<file path="src/rtl/tone_phase_scheduler.sv">
// Time-multiplexed DDS phase engine: one shared adder steps NUM_CH tone phases, one channel per clock, on each sample tick.
// Optional hard sync (addr 9 clears selected phases) is built only when TONE_HARD_SYNC_EN is defined.
module tone_phase_scheduler #(
    parameter int NUM_CH  = 4,
    parameter int CH_BITS = 2,
    parameter int PHASE_W = 16,
    parameter int MC_W    = 10
) (
    input  logic               clk_in,
    input  logic               reset_in,
    input  logic [MC_W-1:0]    master_count_in,
    input  logic [15:0]        data_in,
    input  logic [3:0]         addr_in,
    input  logic               data_valid_in,
    output logic [PHASE_W-1:0] phase_out,
    output logic [CH_BITS-1:0] ch_out,
    output logic               phase_valid_out,
    output logic               busy_out,
    output logic [NUM_CH-1:0]  enable_out
);

    typedef enum logic {S_IDLE, S_SWEEP} state_t;

    state_t                         r_state;
    logic [CH_BITS-1:0]             r_ch_idx;
    logic                           r_busy;
    logic [NUM_CH-1:0][PHASE_W-1:0] r_phase;
    logic [NUM_CH-1:0][PHASE_W-1:0] r_incr;
    logic [NUM_CH-1:0]              r_enable;
    logic [PHASE_W-1:0]             r_phase_out;
    logic [CH_BITS-1:0]             r_ch_out;
    logic                           r_valid;

    logic [NUM_CH-1:0] w_incr_we;
    logic [NUM_CH-1:0] w_clr;
    logic [NUM_CH-1:0] w_upd;
    logic              w_mask_we;
    logic              w_sweep;
    logic [PHASE_W-1:0] w_sum;
    logic [PHASE_W-1:0] w_slot_val;

    assign w_mask_we = data_valid_in && (addr_in == 4'd8);
    assign w_sweep   = (r_state == S_SWEEP);
    // Shared adder; accumulation always sees the incr held before any same-cycle write.
    assign w_sum     = r_phase[r_ch_idx] + r_incr[r_ch_idx];

`ifdef TONE_HARD_SYNC_EN
    logic [NUM_CH-1:0] w_sync;
    always_comb begin
        w_sync = '0;
        for (int c = 0; c < NUM_CH; c++)
            w_sync[c] = data_valid_in && (addr_in == 4'd9) && data_in[c];
    end
    assign w_slot_val = w_sync[r_ch_idx] ? '0 : w_sum;
`else
    assign w_slot_val = w_sum;
`endif

    always_comb begin
        w_incr_we = '0;
        w_clr     = '0;
        w_upd     = '0;
        for (int c = 0; c < NUM_CH; c++) begin
            w_incr_we[c] = data_valid_in && (addr_in == 4'(c));
            // A channel dropped from the mask restarts from zero when re-enabled.
            w_clr[c]     = w_mask_we && r_enable[c] && !data_in[c];
`ifdef TONE_HARD_SYNC_EN
            w_clr[c]     = w_clr[c] || w_sync[c];
`endif
            w_upd[c]     = w_sweep && (r_ch_idx == CH_BITS'(c)) && r_enable[c];
        end
    end

    always_ff @(posedge clk_in or posedge reset_in) begin
        if (reset_in) begin
            r_phase  <= '0;
            r_incr   <= '0;
            r_enable <= '0;
        end else begin
            for (int c = 0; c < NUM_CH; c++) begin
                if (w_incr_we[c])
                    r_incr[c] <= data_in[PHASE_W-1:0];
                if (w_clr[c])
                    r_phase[c] <= '0;
                else if (w_upd[c])
                    r_phase[c] <= w_sum;
            end
            if (w_mask_we)
                r_enable <= data_in[NUM_CH-1:0];
        end
    end

    always_ff @(posedge clk_in or posedge reset_in) begin
        if (reset_in) begin
            r_state     <= S_IDLE;
            r_ch_idx    <= '0;
            r_busy      <= 1'b0;
            r_phase_out <= '0;
            r_ch_out    <= '0;
            r_valid     <= 1'b0;
        end else begin
            r_valid <= 1'b0;
            case (r_state)
                S_IDLE: begin
                    if (master_count_in == '0) begin
                        r_state  <= S_SWEEP;
                        r_ch_idx <= '0;
                        r_busy   <= 1'b1;
                    end
                end
                S_SWEEP: begin
                    if (r_enable[r_ch_idx]) begin
                        r_phase_out <= w_slot_val;
                        r_ch_out    <= r_ch_idx;
                        r_valid     <= 1'b1;
                    end
                    if (r_ch_idx == CH_BITS'(NUM_CH - 1)) begin
                        r_state  <= S_IDLE;
                        r_ch_idx <= '0;
                        r_busy   <= 1'b0;
                    end else begin
                        r_ch_idx <= r_ch_idx + 1'b1;
                    end
                end
                default: r_state <= S_IDLE;
            endcase
        end
    end

    assign phase_out       = r_phase_out;
    assign ch_out          = r_ch_out;
    assign phase_valid_out = r_valid;
    assign busy_out        = r_busy;
    assign enable_out      = r_enable;

endmodule
</file>
<file path="config.mk">
export PLATFORM = sky130hd
export DESIGN_NAME = tone_phase_scheduler
export DESIGN_NICKNAME = d
export VERILOG_FILES = /design/src/rtl/tone_phase_scheduler.sv
export SDC_FILE = /design/constraint.sdc
export NUM_CORES = 1
export LEC_CHECK = 0
export CAP_MARGIN = 25
export CORE_MARGIN = 2
export CORE_UTILIZATION = 36
export DETAILED_ROUTE_END_ITERATION = 6
export RECOVER_POWER = 50
export SLEW_MARGIN = 20
export SYNTH_ARGS = -nofsm -noshare
export SYNTH_HDL_FRONTEND = slang
export SYNTH_SLANG_ARGS = --single-unit
</file>
<file path="constraint.sdc">
create_clock -name clk_in -period 14.8 [get_ports clk_in]
set_input_delay 2.22 -clock clk_in [delete_from_list [all_inputs] [get_ports clk_in]]
set_output_delay 2.22 -clock clk_in [all_outputs]
set_load 0.02 [all_outputs]
</file>
---- Word-level counts from Yosys, hierarchy flattened ----
Cells that the tools add are included.
cells by class
  muxes and demuxes ....................... 25
  equal/unequal tests ..................... 9
  order comparisons ....................... 1
  bitwise gates (word level) .............. 1
  reductions and logical operators ........ 34
  add/sub/neg operators ................... 2
operators by type and width
  operator                                               number
  2-to-1 mux 16 bit                                      10
  binary-select mux 16 bit (select 2 bit)                2
  logical AND 1 bit                                      21
  adder 16 bit                                           1
  logical NOT 10 bit                                     1
  == test 4 x 2 -> 1 bit, second input constant          2
  nonzero test 2 bit                                     4
  2-to-1 mux 1 bit                                       7
  == test 2 bit, second input constant                   2
  == test 4 x 1 -> 1 bit, second input constant          1
  == test 4 bit, second input constant                   1
  logical NOT 1 bit                                      4
  logical NOT 4 bit                                      1
  2-to-1 mux 2 bit                                       2
  one-hot mux 1 bit (2 select lines)                     2
  one-hot mux 2 bit (2 select lines)                     1
  AND reduction 2 bit                                    2
  < comparator 2 x 3 -> 1 bit, second input constant     1
  adder 2 x 1 -> 2 bit, second input constant            1
  binary-select mux 1 bit (select 2 bit)                 1
  == test 2 x 1 -> 1 bit, second input constant          1
  logical NOT 2 bit                                      1
  inequality test 2 x 1 -> 1 bit, second input constant  1
  inequality test 2 bit, second input constant           1
  inverter 1 bit                                         1
word-level totals
  bits in registers ....................... 155
  logic and storage cells ................. 87
  output and inout bits ................... 24

---- Longest topological paths before layout ----
Gate-level depths: netlist of run 1.
  depth in word-level cells ............... 5
  gate-level depth with buffers ........... 12

---- Least setup slack after synthesis of run 1 ----
Ideal clock, no wire load.
  path type ............................... input port to flip-flop
  start ................................... input addr_in[2]
  end ..................................... register r_phase[19] (netlist name)
  setup slack ............................. 11.034 ns
  cell stages on the path ................. 7
  arrival time ............................ 3.645 ns
  cell sequence ........................... nand2b_4 -> or4b_4 -> buf_6 -> nor3b_4 -> nor2_2 -> buf_6 -> a22o_1
between the ends
  cells in the longest elaborated chain, start to end .. 5
  elaborated cells on any way between the ends .. 6
  classes of those cells .................. 1 x eq/ne; 1 x mux; 4 x reduce/logical
RTL lines
  item                                                     line  text
  from (decl)                                              13    input logic [3:0] addr_in,
  == test 4 bit *                                          42    assign w_mask_we = data_valid_in && (addr_in == 4'd8);
  logical AND 1 bit *                                      42
  logical AND 1 bit * (2 in series)                        66    w_clr[c] = w_mask_we && r_enable[c] && !data_in[c];
  2-to-1 mux 16 bit or nonzero test 2 bit (tied branches)  --
  to (signal, indexed assignment)                          86    r_phase[c] <= w_sum;
  to (decl)                                                27    logic [NUM_CH-1:0][PHASE_W-1:0] r_phase;
Every way passes the cells marked *; elsewhere a longest branch is shown, timed or not.
A chain may end at the register's enable or synchronous reset.

---- Worst setup path in the final report of run 1 ----
  start ................................... register r_ch_idx[0]
  end ..................................... register r_phase_out[10], in the netlist phase_out[10]
between the ends
  cells in the longest elaborated chain, start to end .. 3
  elaborated cells on any way between the ends .. 8
  classes of those cells .................. 1 x add/sub; 6 x mux; 1 x reduce/logical
RTL lines
  item                                                                                               line     text
  from (decl)                                                                                        25       logic [CH_BITS-1:0] r_ch_idx;
  from (signal assigned)                                                                             122      r_ch_idx <= r_ch_idx + 1'b1;
  binary-select mux 16 bit (select 2 bit) or binary-select mux 1 bit (select 2 bit) (tied branches)  45, 112
  2-to-1 mux 16 bit (implied by the code) or 2-to-1 mux 1 bit (tied branches)                        45, 112
  adder 16 bit or AND reduction 2 bit (tied branches)                                                --
  to (signal assigned)                                                                               113      r_phase_out <= w_slot_val;
  to (decl)                                                                                          30       logic [PHASE_W-1:0] r_phase_out;
Several ways; a longest one is shown, not always the timed one. The select of a mux whose other input is x is not followed.

==> impl_summary.txt, run 1 <==
----------------------------------------------------
[Outcome]
  Outcome ... finished, violations left
  Violated checks ... max-capacitance violations, max-slew violations

[Routing]
  First drt pass iteration count ... 5
  DRC violations left ... 0
  Vias ... around 4900
  Overall routed net length ... around 18 mm
  Drt wl/cell ... ~20 microns
  Via density ... 5.48
  Number of design-rule violations left by the first detailed-router iteration ... just over 300
  Number of nets with antenna violations after detailed routing ... 0

[Floorplan]
  Floorplan die width ... 148 microns
  Number of standard-cell rows in the floorplan ... 52
  Die area ... 21900 sq um
  Die Y ... roughly 150 microns
  Placeable Area ... between 20000 and 25000 sq um
  Starting density of the core ... between 30% and 40%
  Num ports ... 57

[Yosys]
  Most numerous cell in the Yosys netlist ... sky130_fd_sc_hd__dfrtp_1
  Number of warning messages in the yosys log ... 0
  Cell Area, Synth ... 7470 sq um
  Main flop type after synthesis ... sky130_fd_sc_hd__dfrtp_1
  Number of nets produced by synthesis ... just over 600
  Synth Instances ... 559
  Share of flip-flops with an asynchronous set or reset after synthesis ... between 90% and 100%
  Top cell type's share of synthesized area ... between 50% and 60%
  Sequential area share after synthesis ... 51.9%
  Distinct cell type count after synthesis ... a little under 60
  Flip-flop and latch count after synthesis ... between 150 and 200
  Mean post-synth cell area ... 13.4 sq um
  Most frequent cells after synthesis ... sky130_fd_sc_hd__dfrtp_1 (155), sky130_fd_sc_hd__mux2_2 (78), sky130_fd_sc_hd__nand2_1 (45)
  Top cells by area, synth ... sky130_fd_sc_hd__dfrtp_1 (52%), sky130_fd_sc_hd__mux2_2 (12%), sky130_fd_sc_hd__mux4_2 (9.3%), sky130_fd_sc_hd__a22o_1 (4.2%), sky130_fd_sc_hd__ha_1 (3.2%)
  Dominant cell type by area after synthesis ... sky130_fd_sc_hd__dfrtp_1
  EDFF count, synth ... 0

[Final layout]
  Nets@finish ... 667
  Multi-input combinational cell area ... around 3400 sq um
  Number of fill cells in the layout ... approximately 1900
  Area taken by flip-flops and latches ... between 3000 and 4000 sq um
  Number of antenna cells inserted ... 0
  Non-filler cells, final ... 896
  Ratio of cells with drive above 1 in the final layout ... roughly 26%
  Area growth from synthesis to final layout ... 18.7%

[CTS]
  CTS tree ... done
  Quantity of hold-fixing buffers added after cts ... 0
  Number of setup buffers added after CTS ... 0
  Number of buffers created by CTS ... 17
  TritonCTS sink count ... approximately 160
  Clock latency on the worst-skew pair ... around 0.43 ns
  Root Buffer Master ... sky130_fd_sc_hd__clkbuf_16
  Worst-case clock buffer depth ... 2
  Clock H-tree levels ... 4
  Clock slew seen by the registers of the worst setup and hold paths ... 0.06 ns
  Resize count post-CTS ... 0

[Global route]
  Maximum number of pins on one net before global-route repair ... 90
  Antenna violations before repair ... 0
  Number of global-route vias before repair ... between 5000 and 6000
  Overflow left after global routing ... 0
  GRT Resource Usage Total ... 17.2%
  Wire length of the first global-routing pass ... approximately 29 mm

[Worst setup path]
  Data required time of the critical path ... around 15 ns
  Worst Path Arrival ... 5.86 ns
  Worst setup path class ... reg -> reg
  CP max FO ... 34
  Element type at the critical path end ... flop
  Worst Setup Start Kind ... flop

[STA]
  Fin worst setup slack ... 9.31 ns
  Max Fclk ... between 0.15 and 0.2 GHz
  Tightest Pin Transition ... approximately 3.1 ns
  Final clock skew ... 0.00974 ns
  Period utilisation layout ... a little under two fifths
  Number of setup violations in the final report ... 0
  Unrepaired setup endpoints after global routing ... false
  Sum Neg Setup Slack ... 0 ns
  Fin crit period ... 5.49 ns
  Count of final max-slew check failures ... between 100 and 150
  Slew margin rel. ... -107%
  Endpoints failing hold ... 0

[Flow run]
  Reported max-cap violation count ... 2

[Placement]
  Port buffer count ... 56
  Pre-CTS setup slack ... between 10 and 15 ns
  Placed cell count ... between 800 and 900
  Placed wire-length estimate after detailed placement ... around 12 mm
  Routability-driven placement congestion ratio ... 0.838

[Power and ir drop]
  Final Total Pwr ... about 1500 uW
  Highest ir drop seen on vdd ... 93.0 uV
  Ratio of total power to cell area ... ~170 nW/um^2
  Leakage Power ... 0.00393 uW

[Min path]
  Worst min path class ... reg -> reg

----------------------------------------------------
==> metal layers <==
| metal | GRT usage (%) | up-vias | share of wire [%] |
|---|---|---|---|
| met4 | 6.19 | 0 | 2.2 |
| li1 | - | 2221 | - |
| met2 | 28.0 | 111 | 49 |
| met3 | 3.71 | 21 | 4.2 |
| met5 | 0 | - | 0 |
| met1 | 23.0 | 2557 | 45 |
==> path summary, 6_finish.rpt <==
kind | slack, ns | to | startpoint | cells past startpoint
min in group asynchronous | 3.14 | r_ch_idx[0] | reset_in | 2
setup reg to reg | 9.31 | phase_out[10] | r_ch_idx[0] | 11
setup / recovery | 9.31 | phase_out[10] | r_ch_idx[0] | 11
hold / removal | 0.48 | phase_out[0] | phase_out[0] | 2
hold reg to reg | 0.48 | phase_out[0] | phase_out[0] | 2
max in group asynchronous | 9.93 | r_incr[3] | reset_in | 3
==> flip-flops by register name, summed over array words and instances (netlist names) <==
name,flops
r_ch_idx,2
phase_out,16
r_phase,64
phase_valid_out,1
enable_out,4
busy_out,1
r_state,1
r_incr,64
ch_out,2
==> metrics by stage <==
step | utilization (%) | cell area [sq um] | hold WS (ns)
2_1_floorplan | - | 7470 | 0.444
3_3_place_gp | 40.8 | 8280 | 0.457
3_5_place_dp | 40.8 | 8280 | 0.466
4_1_cts | 43.8 | 8890 | 0.480
5_1_grt | 43.7 | 8870 | 0.509
6_report | 43.7 | 8870 | 0.478
==> power by group <==
group          internal, uW  total (uW)  switching (uW)
clock                   270         448             178
combinational           236         539             303
sequential              494         542            47.8
total                  1000        1530             529
==> cell usage in the layout (no fill, tap or decap), drive strengths merged, types with 4 or more instances in the layout <==
cell           count
o21ai             27
a32o               4
a21o               4
a211oi             4
clkbuf            24
clkinv             4
o2111ai            4
clkdlybuf4s50     37
nor2              23
ha                19
mux4              31
mux2              78
xor2               5
dfrtp            155
a21oi             12
inv               11
a22o              36
nand2b             4
clkinvlp           5
o31ai              7
nand3              4
dlygate4sd3       19
nand2             47
xnor2              8
==> worst max-delay path, cell delays in order (launching register included) <==
cell and delay [ns]:
sky130_fd_sc_hd__dfrtp_2 0.35, sky130_fd_sc_hd__clkbuf_1 2.12, sky130_fd_sc_hd__mux4_2 0.65, sky130_fd_sc_hd__ha_1 0.20, sky130_fd_sc_hd__inv_1 0.05, sky130_fd_sc_hd__fa_1 0.42, sky130_fd_sc_hd__nor2b_1 0.17, sky130_fd_sc_hd__o211ai_1 0.14
sky130_fd_sc_hd__a21oi_2 0.34, sky130_fd_sc_hd__a41oi_1 0.19, sky130_fd_sc_hd__xnor2_1 0.51, sky130_fd_sc_hd__mux2_2 0.26
==> kinds of logic after synthesis <==
family	share of synthesized area, %
compound gates	12.0
xor+xnor	1.52
fa+ha+maj	3.45
buf+inv	2.56
flops	51.9
mux	21.5
simple gates	7.13
==> layout make-up <==
| type | instances | share of cell area, % |
|---|---|---|
| Timing Repair Buffer | 64 | 6.78 |
| Clock buffer | 18 | 4.95 |
| Tap cell | 270 | 3.81 |
| Multi-Input combinational cell | 366 | 38.4 |
| Sequential cell | 155 | 43.7 |
| Clock inverter | 13 | 1.90 |
| Inverter | 10 | 0.437 |
Power figures use the tool's default switching activity.
==> inputs of run 2 (changes only) <==
==> constraint.sdc (replaced) <==
create_clock -name clk_in -period 4.62 [get_ports clk_in]
set_input_delay 0.693 -clock clk_in [delete_from_list [all_inputs] [get_ports clk_in]]
set_output_delay 0.693 -clock clk_in [all_outputs]
set_load 0.02 [all_outputs]
==> run 2 against run 1 <==
The flow still finishes with violations (max-capacitance violations, max-slew violations). Die area unchanged. Via count is 0.10% higher. Worst setup slack lost 8.4 ns. Fmax grew 46%. Global-route usage rose by 0.73 points. Design area rose by 0.44%. Flip-flop and latch count did not move. Total power rose to 3.2 times the previous value. Critical endpoint is now r_phase[57].
==> impl_summary.txt, run 2 (synthesis results as in run 1) <==
----------------------------------------------------
[Worst setup path]
  Element type at the critical path end ... flop
  Worst setup path class ... reg -> reg
  Cells along the critical path ... buf_4, mux4_2, ha_1, a21o_1, a31o_2, o2111ai_1, nand2b_1, a311oi_1, o21ai_0
  CP max FO ... 16
  Data required time of the critical path ... between 4 and 5 ns
  Max stage delay on crit path ... approximately 0.89 ns
  Slowest stage cell, crit path ... sky130_fd_sc_hd__dfrtp_1
  Worst Setup Start Kind ... flop
  Worst Path Arrival ... roughly 4.0 ns

[Routing]
  First drt pass iteration count ... 5
  DRC violations left ... 0
  Via density ... around 5.5
  Overall routed net length ... roughly 19 mm
  Drt wl/cell ... 20.7 microns
  Number of nets with antenna violations after detailed routing ... 0
  Vias ... around 5000
  Number of design-rule violations left by the first detailed-router iteration ... between 200 and 300

[Final layout]
  Number of antenna cells inserted ... 0
  Commonest cells after routing, fill and taps aside ... sky130_fd_sc_hd__dfrtp_1 (154), sky130_fd_sc_hd__mux2_2 (78), sky130_fd_sc_hd__clkdlybuf4s50_1 (53)
  Nets@finish ... between 600 and 700
  Share of the core filled with cells in the final layout ... between 40% and 50%
  Commonest non-fill, non-tap cell in the layout ... sky130_fd_sc_hd__dfrtp_1
  Area growth from synthesis to final layout ... 19.2%
  Ratio of cells with drive above 1 in the final layout ... around 27%

[Flow run]
  Reported max-cap violation count ... 1

[Floorplan]
  Floorplan die width ... about 150 microns
  Number of standard-cell rows in the floorplan ... between 50 and 60
  Die Y ... between 100 and 150 microns
  Placeable Area ... between 20000 and 25000 sq um
  Num ports ... 57
  Starting density of the core ... between 30% and 40%
  Die area ... between 20000 and 25000 sq um

[STA]
  Fin crit period ... roughly 3.8 ns
  Max Fclk ... roughly 0.27 GHz
  Sum Neg Setup Slack ... 0 ns
  Unrepaired setup endpoints after global routing ... false
  Period utilisation layout ... slightly above 80%
  Number of setup violations in the final report ... 0
  Tightest Pin Transition ... around 2.1 ns
  Endpoints failing hold ... 0
  Count of final max-slew check failures ... between 150 and 200
  Final clock skew ... about 0.0091 ns
  Slew margin rel. ... -42.7%

[Placement]
  Port buffer count ... 56
  Routability-driven placement congestion ratio ... about 0.88
  Placed wire-length estimate after detailed placement ... around 13 mm

[Global route]
  Wire length of the first global-routing pass ... roughly 30 mm
  Antenna violations before repair ... 0
  Overflow left after global routing ... 0
  Number of global-route vias before repair ... about 5200
  Maximum number of pins on one net before global-route repair ... 156
  GRT Resource Usage Total ... between 10% and 20%

[CTS]
  Clock latency on the worst-skew pair ... 0.44 ns
  Root Buffer Master ... sky130_fd_sc_hd__clkbuf_16
  CTS tree ... done
  Number of buffers created by CTS ... 17
  Resize count post-CTS ... 0
  Clock H-tree levels ... 4
  Worst-case clock buffer depth ... 2
  TritonCTS sink count ... between 150 and 200
  Quantity of hold-fixing buffers added after cts ... 0
  Number of setup buffers added after CTS ... 0
  Clock slew seen by the registers of the worst setup and hold paths ... approximately 0.060 ns

[Min path]
  Worst min path class ... reg -> reg

[Outcome]
  Outcome ... finished, violations left
  Violated checks ... max-capacitance violations, max-slew violations

[Power and ir drop]
  Leakage Power ... 0.00391 uW
  Final Total Pwr ... between 4000 and 5000 uW
  Ratio of total power to cell area ... ~550 nW/um^2
  Highest ir drop seen on vdd ... about 320 uV

----------------------------------------------------
-- run 2: changes by cell type in the layout (fill, tap and decap cells not counted), sizes merged --
cell / before / now
clkbuf: 24 / 21
clkinv: 4 / 5
dlygate4sd3: 19 / 3
inv: 11 / 9
clkdlybuf4s50: 37 / 53
buf: 2 / 11
-- run 2: final timing paths --
path	slack, ns	end	cells past startpoint	startpoint
min in group asynchronous	1.49	phase_valid_out	3	reset_in
max reg2reg	0.87	r_phase[57]	9	r_ch_idx[1]
min	0.47	phase_out[5]	2	phase_out[5]
min reg2reg	0.47	phase_out[5]	2	phase_out[5]
max in group asynchronous	1.72	r_ch_idx[0]	3	reset_in
max	0.87	r_phase[57]	9	r_ch_idx[1]
-- run 2: per-stage QoR --
step | hold WS (ns) | setup slack, ns | cells | area, sq um
global route | 0.507 | 0.643 | 901 | 8910
CTS | 0.481 | 0.876 | 901 | 8950
detailed placement | 0.466 | 0.919 | 870 | 8360
finish | 0.471 | 0.869 | 901 | 8910
global placement | 0.456 | 0.954 | 868 | 8330
floorplan | 0.444 | 1.52 | 559 | 7480
-- run 2: where the power goes --
| group | total [uW] | leakage [uW] | internal [uW] | switching (uW) |
|---|---|---|---|---|
| combinational | 1690 | 0.00162 | 781 | 907 |
| clock | 1410 | 0.000281 | 856 | 556 |
| sequential | 1790 | 0.00201 | 1580 | 206 |
| total | 4890 | 0.00391 | 3220 | 1670 |
-- run 2: worst max-delay path, delay by kind of cell, from the launching register on --
| family | cells | cell delay (ns) |
|---|---|---|
| mux | 1 | 0.35 |
| buf+inv | 1 | 0.33 |
| flops | 1 | 0.89 |
| fa+ha+maj | 1 | 0.38 |
| compound gates | 5 | 1.54 |
| simple gates | 1 | 0.10 |
-- run 2: per-layer routing --
| layer | part of all wire [%] | global-route usage, % |
|---|---|---|
| met4 | 1.1 | 5.43 |
| met5 | 0 | 0 |
| met2 | 50 | 28.8 |
| met1 | 46 | 24.9 |
| met3 | 3.5 | 3.65 |
-- run 2: area by class of cell --
cell class	count	area [sq um]
Clock buffer	19	443
Clock inverter	12	149
Fill cell	1878	11400
Inverter	10	41.3
Multi-Input combinational cell	366	3390
Sequential cell	155	3880
Tap cell	270	338
Timing Repair Buffer	69	669
==> inputs of run 3 (changes only) <==
==> constraint.sdc (replaced) <==
create_clock -name clk_in -period 3.7 [get_ports clk_in]
set_input_delay 0.555 -clock clk_in [delete_from_list [all_inputs] [get_ports clk_in]]
set_output_delay 0.555 -clock clk_in [all_outputs]
set_load 0.02 [all_outputs]
==> run 3 against run 2 <==
The flow still finishes with violations (max-capacitance violations, max-slew violations). Largest cell class unchanged. Cell count stayed put. Clock power is 26% higher. Utilization is 0.062 points higher. Wire length is 1.1% lower. Count of clock-buffer cells in the layout is 7 higher. Largest power group is now combinational cells. Register-to-register slack worse by 0.49 ns. Global-route usage hardly changed. Worst setup slack worse by 0.49 ns. Critical path depth stayed put. Highest routed layer unchanged. Total power is 26% higher.
==> impl_summary.txt, run 3 (synthesis results as in run 1) <==
----------------------------------------------------
[Outcome]
  Outcome ... finished, violations left
  Violated checks ... max-capacitance violations, max-slew violations

[Final layout]
  Number of antenna cells inserted ... 0
  Share of the core filled with cells in the final layout ... between 40 and 50%
  Commonest non-fill, non-tap cell in the layout ... sky130_fd_sc_hd__dfrtp_1
  Ratio of cells with drive above 1 in the final layout ... 26.1%
  Nets@finish ... 671
  Commonest cells after routing, fill and taps aside ... sky130_fd_sc_hd__dfrtp_1 (154), sky130_fd_sc_hd__mux2_2 (78), sky130_fd_sc_hd__clkdlybuf4s50_1 (54)
  Non-filler cells, final ... 901
  Area growth from synthesis to final layout ... 19.4%
  Number of fill cells in the layout ... approximately 1900

[Worst setup path]
  Worst Path Arrival ... about 3.6 ns
  Worst Setup Start Kind ... flop
  Worst setup path class ... reg -> reg
  Slowest stage cell, crit path ... sky130_fd_sc_hd__dfrtp_1
  CP max FO ... 16
  Max stage delay on crit path ... between 0.6 and 0.7 ns
  Data required time of the critical path ... 4.01 ns
  Element type at the critical path end ... flop
  Cells along the critical path ... buf_12, mux4_2, ha_1, a211o_1, a31oi_1, nor3b_1, a311oi_2, xnor2_1, mux2_2
  Number of buffers and inverters on the critical path ... 1
  Gate family responsible for the most delay along the worst path ... compound AO/OA/AOI/OAI gates

[Routing]
  First drt pass iteration count ... 5
  Vias ... between 4000 and 5000
  Number of design-rule violations left by the first detailed-router iteration ... 324
  Overall routed net length ... approximately 18 mm
  Via density ... between 5 and 6
  Number of nets with antenna violations after detailed routing ... 0
  DRC violations left ... 0
  Drt wl/cell ... 20.5 microns

[STA]
  Period utilisation layout ... between 80% and 90%
  Max Fclk ... between 0.3 and 0.4 GHz
  Unrepaired setup endpoints after global routing ... false
  Endpoints failing hold ... 0
  Fin crit period ... between 3 and 4 ns
  Sum Neg Setup Slack ... 0 ns
  Slew margin rel. ... -1.41%
  Count of final max-slew check failures ... 36
  Tightest Pin Transition ... 1.51 ns
  Worst hold-check slack ... approximately 0.47 ns
  Number of setup violations in the final report ... 0
  Final clock skew ... between 0.008 and 0.009 ns
  Fin worst setup slack ... 0.377 ns

[CTS]
  Quantity of hold-fixing buffers added after cts ... 0
  Root Buffer Master ... sky130_fd_sc_hd__clkbuf_16
  Worst-case clock buffer depth ... 2
  Clock H-tree levels ... 4
  Resize count post-CTS ... 0
  TritonCTS sink count ... approximately 160
  Clock latency on the worst-skew pair ... ~0.42 ns
  CTS tree ... done
  Number of buffers created by CTS ... 17
  Clock slew seen by the registers of the worst setup and hold paths ... roughly 0.060 ns
  Number of setup buffers added after CTS ... 0

[Placement]
  Placed wire-length estimate after detailed placement ... roughly 13 mm
  Routability-driven placement congestion ratio ... 0.852
  Placed cell count ... 869
  Port buffer count ... 56
  Pre-CTS setup slack ... roughly 0.42 ns

[Min path]
  Worst min path class ... reg -> reg

[Floorplan]
  Floorplan die width ... roughly 150 microns
  Placeable Area ... 20300 sq um
  Number of standard-cell rows in the floorplan ... 52
  Die Y ... ~150 microns
  Starting density of the core ... ~37%
  Die area ... 21900 sq um
  Num ports ... 57

[Global route]
  Overflow left after global routing ... 0
  GRT Resource Usage Total ... between 10% and 20%
  Maximum number of pins on one net before global-route repair ... 80
  Antenna violations before repair ... 0
  Wire length of the first global-routing pass ... about 30 mm
  Number of global-route vias before repair ... between 5000 and 6000

[Power and ir drop]
  Highest ir drop seen on vdd ... approximately 360 uV
  Ratio of total power to cell area ... around 700 nW/um^2
  Leakage Power ... between 0.003 and 0.004 uW

[Flow run]
  Reported max-cap violation count ... 1

----------------------------------------------------
-- run 3: power breakdown --
| part | leakage (uW) | switching, uW | internal, uW | total (uW) |
|---|---|---|---|---|
| sequential | 0.00201 | 184 | 1980 | 2160 |
| combinational | 0.00162 | 1220 | 1000 | 2220 |
| clock | 0.000283 | 668 | 1100 | 1770 |
-- run 3: layout make-up --
cell class              count  area (sq um)  area share (%)
flip-flops and latches    155          3880            43.5
multi-input cells         366          3410            38.2
repair buffers             68           669            7.50
clock buffers              26           479            5.37
well taps                 270           338            3.79
clock inverters             6           111            1.25
inverters                  10          38.8           0.435
-- run 3: worst paths after layout --
check | slack, ns | endpoint | cells after the start | startpoint
min in group asynchronous | 0.93 | phase_valid_out | 2 | reset_in
max reg2reg | 0.38 | phase_out[12] | 9 | r_ch_idx[1]
min | 0.47 | phase_out[4] | 2 | phase_out[4]
min reg2reg | 0.47 | phase_out[4] | 2 | phase_out[4]
max | 0.38 | phase_out[12] | 9 | r_ch_idx[1]
max in group asynchronous | 0.93 | r_ch_idx[0] | 3 | reset_in
-- run 3: through the flow --
stage	power, uW	cell area [sq um]
floorplan	3700	7480
global placement	4350	8370
detailed placement	4420	8370
CTS	6210	8960
global route	6510	8920
finish	6150	8920
-- run 3: worst reg2reg max path: cells and delay by family (launching register included) --
| family | cells | cell delay, ns |
|---|---|---|
| buf+inv | 1 | 0.24 |
| mux | 2 | 0.67 |
| xor+xnor | 1 | 0.24 |
| simple gates | 1 | 0.10 |
| flops | 1 | 0.67 |
| compound gates | 3 | 0.86 |
| fa+ha+maj | 1 | 0.42 |
-- run 3: metal layers --
metal  global-route usage [%]  share of wire, %
met1                     24.9                45
met5                        0                 0
met2                     28.4                49
met4                     6.86               2.0
met3                     3.34               4.0
